## src/rtl/dsp48a1_pkg.sv

```systemverilog
// ==== dsp48a1_pkg : shared widths, mux codes and opmode bit positions ==== rev 1.0
`default_nettype none

package dsp48a1_pkg;

   localparam int P_W  = 48;
   localparam int M_W  = 36;
   localparam int OP_W = 18;

   typedef enum logic [1:0] {
      X_ZERO = 2'd0,
      X_M    = 2'd1,
      X_P    = 2'd2,
      X_DAB  = 2'd3
   } xsel_e;

   typedef enum logic [1:0] {
      Z_ZERO = 2'd0,
      Z_PCIN = 2'd1,
      Z_P    = 2'd2,
      Z_C    = 2'd3
   } zsel_e;

   localparam int OPM_X_LSB = 0;
   localparam int OPM_Z_LSB = 2;
   localparam int OPM_CARRY = 5;
   localparam int OPM_SUB   = 7;

   // Subtraction is formed as Z + ~(X + cin) + 1 so the result is exact modulo 2^49.
   function automatic logic [P_W:0] post_add(
      input logic [P_W:0] z_ext,
      input logic [P_W:0] x_ext,
      input logic         cin,
      input logic         sub
   );
      logic [P_W:0] xc;
      xc = x_ext + {{P_W{1'b0}}, cin};
      if (sub)
         post_add = z_ext + ~xc + {{P_W{1'b0}}, 1'b1};
      else
         post_add = z_ext + xc;
   endfunction

endpackage

`default_nettype wire

```

## src/rtl/synch.sv

```systemverilog
// ==== synch : generic enable/reset register, sync or async reset ==== rev 1.0
`default_nettype none

module synch #(
   parameter int    F       = 1,
   parameter string RSTTYPE = "SYNC"
) (
   input  logic         clk,
   input  logic         rst,
   input  logic         ce,
   input  logic [F-1:0] d,
   output logic [F-1:0] q
);

   generate
      if (RSTTYPE == "ASYNC") begin : g_async
         always_ff @(posedge clk or posedge rst) begin
            if (rst)
               q <= '0;
            else if (ce)
               q <= d;
         end
      end else begin : g_sync
         always_ff @(posedge clk) begin
            if (rst)
               q <= '0;
            else if (ce)
               q <= d;
         end
      end
   endgenerate

endmodule

`default_nettype wire

```

## src/rtl/dsp_post_adder.sv

```systemverilog
// ==== dsp_post_adder : DSP48A1 post-adder / accumulator with P, CYI and carry-out registers ==== rev 1.0
`default_nettype none

module dsp_post_adder
   import dsp48a1_pkg::*;
#(
   parameter int    PREG       = 1,
   parameter int    CARRYINREG = 1,
   parameter string CARRYINSEL = "OPMODE5"
) (
   input  logic            clk,
   input  logic            reset,
   input  logic            cep,
   input  logic            cecarryin,
   input  logic [7:0]      opmode,
   input  logic [M_W-1:0]  m,
   input  logic [OP_W-1:0] d,
   input  logic [OP_W-1:0] a,
   input  logic [OP_W-1:0] b,
   input  logic [P_W-1:0]  c,
   input  logic [P_W-1:0]  pcin,
   input  logic            carryin,
   output logic [P_W-1:0]  p,
   output logic [P_W-1:0]  pcout,
   output logic            carryout,
   output logic            carryoutf
);

   xsel_e          xsel;
   zsel_e          zsel;
   logic [P_W-1:0] p_fb;
   logic [P_W-1:0] x_mux;
   logic [P_W-1:0] z_mux;
   logic           cin_sel;
   logic           cin;
   logic [P_W:0]   sum;
   logic [P_W-1:0] p_int;
   logic           co_int;
   logic           unused_bits;

   assign unused_bits = ^{opmode[6], opmode[4], d[OP_W-1:12]};

   assign xsel = xsel_e'(opmode[OPM_X_LSB +: 2]);
   assign zsel = zsel_e'(opmode[OPM_Z_LSB +: 2]);

   always_comb begin
      x_mux = '0;
      unique case (xsel)
         X_ZERO: x_mux = '0;
         X_M:    x_mux = {{(P_W-M_W){1'b0}}, m};
         X_P:    x_mux = p_fb;
         X_DAB:  x_mux = {d[11:0], a, b};
         default: x_mux = '0;
      endcase
   end

   always_comb begin
      z_mux = '0;
      unique case (zsel)
         Z_ZERO: z_mux = '0;
         Z_PCIN: z_mux = pcin;
         Z_P:    z_mux = p_fb;
         Z_C:    z_mux = c;
         default: z_mux = '0;
      endcase
   end

   generate
      if (CARRYINSEL == "OPMODE5") begin : g_cin_opmode
         assign cin_sel = opmode[OPM_CARRY];
      end else if (CARRYINSEL == "CARRYIN") begin : g_cin_port
         assign cin_sel = carryin;
      end else begin : g_cin_zero
         assign cin_sel = 1'b0;
      end
   endgenerate

   generate
      if (CARRYINREG == 1) begin : g_cyi_reg
         synch #(.F(1), .RSTTYPE("SYNC")) u_cyi (
            .clk (clk),
            .rst (reset),
            .ce  (cecarryin),
            .d   (cin_sel),
            .q   (cin)
         );
      end else begin : g_cyi_bypass
         assign cin = cin_sel;
      end
   endgenerate

   assign sum = post_add({1'b0, z_mux}, {1'b0, x_mux}, cin, opmode[OPM_SUB]);

   // Without the P register the feedback path is tied off to avoid a combinational loop.
   generate
      if (PREG == 1) begin : g_preg
         synch #(.F(P_W), .RSTTYPE("SYNC")) u_preg (
            .clk (clk),
            .rst (reset),
            .ce  (cep),
            .d   (sum[P_W-1:0]),
            .q   (p_int)
         );
         synch #(.F(1), .RSTTYPE("SYNC")) u_coreg (
            .clk (clk),
            .rst (reset),
            .ce  (cep),
            .d   (sum[P_W]),
            .q   (co_int)
         );
         assign p_fb = p_int;
      end else begin : g_pbypass
         assign p_int  = sum[P_W-1:0];
         assign co_int = sum[P_W];
         assign p_fb   = '0;
      end
   endgenerate

   assign p         = p_int;
   assign pcout     = p_int;
   assign carryout  = co_int;
   assign carryoutf = co_int;

endmodule

`default_nettype wire

```

## config.mk

```make
export PLATFORM = sky130hd
export DESIGN_NAME = dsp_post_adder
export DESIGN_NICKNAME = d
export VERILOG_FILES = /design/src/rtl/dsp48a1_pkg.sv /design/src/rtl/synch.sv /design/src/rtl/dsp_post_adder.sv
export SDC_FILE = /design/constraint.sdc
export NUM_CORES = 1
export LEC_CHECK = 0
export ABC_AREA = 0
export ABC_CLOCK_PERIOD_IN_PS = 9600
export CORE_AREA = 3 3 174 176
export CTS_BUF_LIST = sky130_fd_sc_hd__clkbuf_16
export DETAILED_ROUTE_END_ITERATION = 10
export DIE_AREA = 0 0 177 179
export GPL_TIMING_DRIVEN = 0
export PLACE_DENSITY = 0.65
export SKIP_LAST_GASP = 1
export SYNTH_ARGS = -nofsm -noshare
export SYNTH_HDL_FRONTEND = slang
export SYNTH_HIERARCHICAL = 1
export SYNTH_SLANG_ARGS = --single-unit
```

## constraint.sdc

```tcl
create_clock -name clk -period 9.6 [get_ports clk]
set_clock_uncertainty 0.1 [all_clocks]
set_input_delay 2.4 -clock clk [delete_from_list [all_inputs] [get_ports clk]]
set_output_delay 2.4 -clock clk [all_outputs]
set_load 0.01 [all_outputs]
```

Word-level counts from Yosys, hierarchy flattened:

Index checks and enable logic that the tools add are counted.

* flip-flop bits (word level): 50
* bits of input ports: 199
* output and inout port bits: 98
* word-level logic and storage cells: 19

* add/subtract/negate cells: 4
* eq/ne operators: 6
* multiplexer cells: 3
* bitwise logic cells: 1
* reductions and logical operators: 2

Operators with widths (number)
* $pmux W48 S4: 2
* $add A48 B49 Y49: 2
* $add A48 B1 Y49: 1
* $add A49 B1 Y49 const B: 1
* $mux W49: 1
* $not A49 Y49: 1
* $eq A2 B2 Y1 const B: 4
* $eq A2 B1 Y1 const B: 2
* $logic_not A2 Y1: 2

Logic depth before layout (Yosys ltp):

* word-level depth: 7
* mapped depth: 27
* gate-level depth less buffers: 23

By module:

Netlist, hierarchy kept.

By module, submodules not included
* dsp_post_adder: instances 1, cells an instance 1416, area each 9645.5 µm², seq. area each 0.0 µm²
* synch at g_preg.u_preg: instances 1, cells an instance 155, area each 1729.2 µm², seq. area each 960.9 µm²
* synch at g_cyi_reg.u_cyi ...: instances 2, cells an instance 3, area each 33.8 µm², seq. area each 20.0 µm²

Worst setup path before layout:

Ideal clock, no wire load.

* path type: input -> register
* from: input port opmode[1]
* to: register g_preg.u_coreg.q
* library setup time: 0.114 ns
* data arrival time: 7.344 ns
* data required time: 9.386 ns
* slack: 2.042 ns
* cell stages on the path: 25
* path buffers: 6
* cells stage by stage: buf_6 buf_6 buf_6 clkbuf_1 clkbuf_1 mux2i_1 o21ai_0 ha_1 a21boi_0 nand4b_1 nor3_2 nand2_1 or3_1 xor2_1 ha_1 clkbuf_1 inv_1 a221oi_1 o22ai_1 nor2_1 o221ai_1 a221oi_1 xor2_1 mux2i_1 nor2_1

* longest elaborated chain between the ends: 7
* elaborated cells between the ends (all ways): 11
* classes of those cells: add/sub (4); eq/ne (3); mux (2); bitwise (1); reduce/logical (1)

Ends and longest elaborated chain
* from (decl): line dsp_post_adder.sv:15 `input logic [7:0] opmode,`
* $eq A2 B2 Y1, or another cell as far along: line dsp_post_adder.sv:48 `unique case (xsel)`
* $pmux W48 S4 (*): line dsp_post_adder.sv:48
* $add A48 B1 Y49 (*): line dsp48a1_pkg.sv:37 `xc = x_ext + {{P_W{1'b0}}, cin};`
* $not A49 Y49: line dsp48a1_pkg.sv:39 `post_add = z_ext + ~xc + {{P_W{1'b0}}, 1'b1};`
* $add A48 B49 Y49: line dsp48a1_pkg.sv:39
* $add A49 B1 Y49: line dsp48a1_pkg.sv:39
* $mux W49 (*): line dsp48a1_pkg.sv:38 `if (sub)`
* named net sum[48]: line dsp_post_adder.sv:36 `logic [P_W:0] sum;`
* to (signal assigned): line synch.sv:26 `q <= '0;`
* to (signal assigned): line synch.sv:28 `q <= d;`
* to (decl): line synch.sv:12 `output logic [F-1:0] q`

The timed path passes the listed nets; every way through them passes the cells marked *.
A chain may end at the register's enable or synchronous reset.

Worst setup path in the final report:

Same ends and word-level chain as after synthesis.

==> results_tabular.tex <==
\begin{tabular}{lr}
\hline
Metric & Value \\
\hline
\multicolumn{2}{l}{\textbf{STA}} \\
\quad Final Max Slew Viols & 0 \\
\quad Least-Margin Pin Slew & $\sim$1.1 ns \\
\quad Final period utilization & 0.967 \\
\quad Clock period minus final worst setup slack & between 9 and 10 ns \\
\quad Min Hold Slack & around 0.47 ns \\
\quad Hold Fails Final Rpt & 0 \\
\quad Max Freq & approximately 110 MHz \\
\quad Relative slew slack & 0.288 \\
\quad Count of final setup violators & 0 \\
\quad Unrepaired setup endpoints after global routing & no \\
\multicolumn{2}{l}{\textbf{Floorplanning}} \\
\quad \# rows & 62 \\
\quad Overall die area & roughly 32000 um2 \\
\quad Number of top-level pins & about 300 \\
\quad Initial Util & 0.398 \\
\quad Width of the die & approximately 180 um \\
\quad Placeable core region & 28800 um2 \\
\quad Die Ht & about 180 um \\
\multicolumn{2}{l}{\textbf{Worst setup path}} \\
\quad Crit-path leading delay family & compound AO/OA/AOI/OAI gates \\
\quad Combined buffer and inverter count along the critical path & 6 \\
\quad Highest-delay cell along the critical path & o31ai\_1 \\
\quad Worst r2r path cells & 19 \\
\quad Worst setup path category & in -> reg \\
\quad Data required time of the critical path & 9.75 ns \\
\quad Flop-to-flop setup slack & between 3 and 4 ns \\
\quad Arrival @ worst endpoint & $\sim$9.4 ns \\
\quad CP startpoint kind & input pin \\
\quad Type of element capturing the critical path & register \\
\quad Reg2Reg Launch Point & g\_preg.u\_preg/q[4] \\
\quad Cell type with the highest occurrence count on the critical path & buf\_6 \\
\quad Worst R2R End & g\_preg.u\_preg/q[42] \\
\quad Biggest cell delay along the critical path & about 0.78 ns \\
\quad Largest fanout on the critical path & 19 \\
\multicolumn{2}{l}{\textbf{Power}} \\
\quad Peak supply drop & $\sim$0.000073 V \\
\quad Total leakage power & 0.00601 uW \\
\quad Cell Pwr Density & $\sim$120 nW/um2 \\
\multicolumn{2}{l}{\textbf{Final layout}} \\
\quad Top library cells by usage in the layout, fill and taps aside & clkdlybuf4s50\_1, nor2\_1, a21oi\_1, nand2\_1, ha\_1 \\
\quad Commonest non-fill, non-tap cell in the layout & clkdlybuf4s50\_1 \\
\quad Fin area & about 15000 um2 \\
\quad Nets@finish & about 2200 \\
\quad Number of fill cells in the layout & 2935 \\
\quad Area added between synthesis and finish & 30.7\% \\
\quad Antenna Cells & 0 \\
\quad Share of post-route cells with drive strength above 1 & 0.0926 \\
\multicolumn{2}{l}{\textbf{Drt}} \\
\quad Residual DRC count & 0 \\
\quad Post-detailed-route via-to-cell ratio & between 5 and 6 \\
\quad Antenna-violating nets left & 0 \\
\quad Final wirelength & just under 60000 um \\
\quad Detail-routed net length per standard cell & 25.7 um \\
\quad Drt pass-1 iters & 5 \\
\quad Via count & between 10000 and 15000 \\
\quad Detailed Route Iter0 Violations & roughly 1200 \\
\multicolumn{2}{l}{\textbf{Global route}} \\
\quad Maximum number of pins on one net before global-route repair & 17 \\
\quad First-pass GRT wire length & between 80000 and 90000 um \\
\quad Total routing resource utilization after global routing & 0.353 \\
\quad Grt ovf & 0 \\
\quad Via count of the first global-routing pass & 13500 \\
\quad Initial antenna violation count & 0 \\
\multicolumn{2}{l}{\textbf{Clocking}} \\
\quad CTS root buf & clkbuf\_16 \\
\quad Setup Fix Bufs, Post-CTS & 0 \\
\quad Post-CTS Hold Fix Bufs & 0 \\
\quad Clock network latency to the later pin of the worst-skew pair & 0.31 ns \\
\quad Maximum root-to-sink buffer count & 2 \\
\quad Number of sinks on the clock net & 50 \\
\quad CTS tree & yes \\
\quad H-tree Lvls & 2 \\
\quad Inserted Clock Buffers & 5 \\
\quad Clock input transition at the sequential cells of the worst setup and hold paths & 0.08 ns \\
\multicolumn{2}{l}{\textbf{Hold path}} \\
\quad Hold Path Origin & g\_preg.u\_coreg/q \\
\quad Hold WC Path Type & reg -> reg \\
\quad Worst Hold Path EP & g\_preg.u\_coreg/q \\
\quad Hold path depth & 2 \\
\multicolumn{2}{l}{\textbf{Place}} \\
\quad Final Wtd Congestion & approximately 1.0 \\
\quad HPWL Detailed & 48900 um \\
\quad Number of buffer cells added on primary ports & between 200 and 300 \\
\quad Instance area at placement & approximately 15000 um2 \\
\multicolumn{2}{l}{\textbf{Synth}} \\
\quad Synth warnings & 6 \\
\quad Yosys cell types & 83 \\
\quad Count of flip-flops with a built-in enable after synthesis & 0 \\
\quad Gate count of the mapped netlist & $\sim$1600 \\
\quad Combined area of all synthesized cells & 11400 um2 \\
\quad Avg Cell Area, Syn & around 7.3 um2 \\
\quad Proportion of synthesized flip-flops having asynchronous set or reset & 0 \\
\quad Number of flip-flops and latches in the synthesized netlist & 50 \\
\quad Seq/Total Area, Yosys & 0.0875 \\
\quad Most instantiated flip-flop cell in the synthesis netlist & dfxtp\_1 \\
\quad Synthesized netlist net count & between 1500 and 2000 \\
\multicolumn{2}{l}{\textbf{Outcome}} \\
\quad Result of the run & complete, no violations \\
\multicolumn{2}{l}{\textbf{Job}} \\
\quad Maximum capacitance violations & 0 \\
\hline
\end{tabular}
## flip-flops by register name, indices dropped and copies added, names as in the netlist
register,cells
g_preg.u_preg/q,48
g_preg.u_coreg/q,1
g_cyi_reg.u_cyi/q,1
## tightest hold or removal path, cell delays in order (launching register included)
cell and delay (ns):
dfxtp_1 0.37, mux2i_1 0.09, nor2_1 0.08
## where the power goes
part | internal, uW | switching (uW)
clock network | 97.3 | 96.5
registers | 242 | 70.4
logic | 564 | 769
total | 904 | 936
## logic make-up (layout without fill, tap and decap cells)
logic type               Yosys count  in the layout  share of synthesized area
AND/OR/NAND/NOR                  485            485                      0.208
AO/OA/AOI/OAI                    454            454                      0.275
buffers and inverters            239            531                      0.105
multiplexers                     149            149                      0.137
adder cells (fa/ha/maj)          101            101                      0.112
XOR/XNOR                          99             99                     0.0758
flip-flops                        50             50                     0.0875
## what timing repair did
item | 4_1_cts | 5_1_grt
endpoints found under the setup margin | 16 | 20
cloned | 0 | 0
resized for setup | 6 | 3
## cells in the mapped netlist (7+ instances only)
master,n,area share
clkbuf_1,64,0.021
o21a_1,7,0.0046
nand2_1,115,0.038
o211ai_1,9,0.0059
nor3b_1,7,0.0046
xor2_1,22,0.017
ha_1,99,0.11
o2bb2ai_2,7,0.0092
mux2_2,60,0.059
nor4_1,36,0.020
mux2i_1,88,0.077
or3_1,13,0.0071
a21o_1,16,0.010
inv_1,92,0.030
a211oi_1,11,0.0072
nor3_1,29,0.013
o311ai_0,7,0.0054
xnor2_1,77,0.059
nand4_1,26,0.014
buf_4,55,0.036
o2bb2ai_1,12,0.0092
a31oi_1,11,0.0060
dfxtp_1,50,0.087
o21bai_1,17,0.011
a22o_1,49,0.038
o21ai_0,69,0.030
nor2_1,158,0.052
a22oi_1,7,0.0046
nand2b_1,9,0.0049
a21oi_1,131,0.057
nand3_1,28,0.012
o221ai_1,8,0.0061
buf_1,13,0.0043
o31ai_1,29,0.019
nor2b_1,19,0.010
and2_1,13,0.0071
## through the flow
stage | setup TNS [ns] | setup WS [ns] | util | cells | power, uW
3_3_place_gp | -11.62 | -1.05 | 0.514 | 2247 | 1620
5_1_grt | 0 | 0.0531 | 0.520 | 2253 | 1940
3_5_place_dp | -11.41 | -1.03 | 0.514 | 2247 | 1620
4_1_cts | -0.140 | -0.140 | 0.520 | 2255 | 1820
6_report | 0 | 0.319 | 0.520 | 2253 | 1840
2_1_floorplan | 0 | 2.04 | - | 1577 | 1070
## worst max-delay path by stage
stage | start | endpoint | slack, ns | depth (start not counted)
global placement | opmode[1] | g_preg.u_coreg/q | -1.05 | 26
CTS | opmode[1] | g_preg.u_coreg/q | -0.14 | 27
finish | opmode[1] | g_preg.u_coreg/q | 0.32 | 25
global route | opmode[1] | g_preg.u_preg/q[42] | 0.05 | 25
detailed placement | opmode[1] | g_preg.u_coreg/q | -1.03 | 26
floorplan | opmode[1] | g_preg.u_coreg/q | 2.04 | 25
## layer usage
metal	vias up	GRT usage	wire length, um
li1	6288	-	-
met1	6329	0.398	21900
met2	732	0.622	27500
met3	168	0.0453	4030
met4	0	0.233	4510
met5	-	0	0
## layout make-up
cell class | instances | area, um2 | area share
inverters | 94 | 353 | 0.0236
clock buffers | 5 | 125 | 0.00836
plain buffers | 143 | 846 | 0.0565
repair buffers | 286 | 2860 | 0.191
clock inverters | 3 | 20.0 | 0.00134
multi-input cells | 1288 | 9270 | 0.620
flip-flops and latches | 50 | 1000 | 0.0669
well taps | 384 | 480 | 0.0321
No activity file was read; power rests on OpenSTA's default activity.
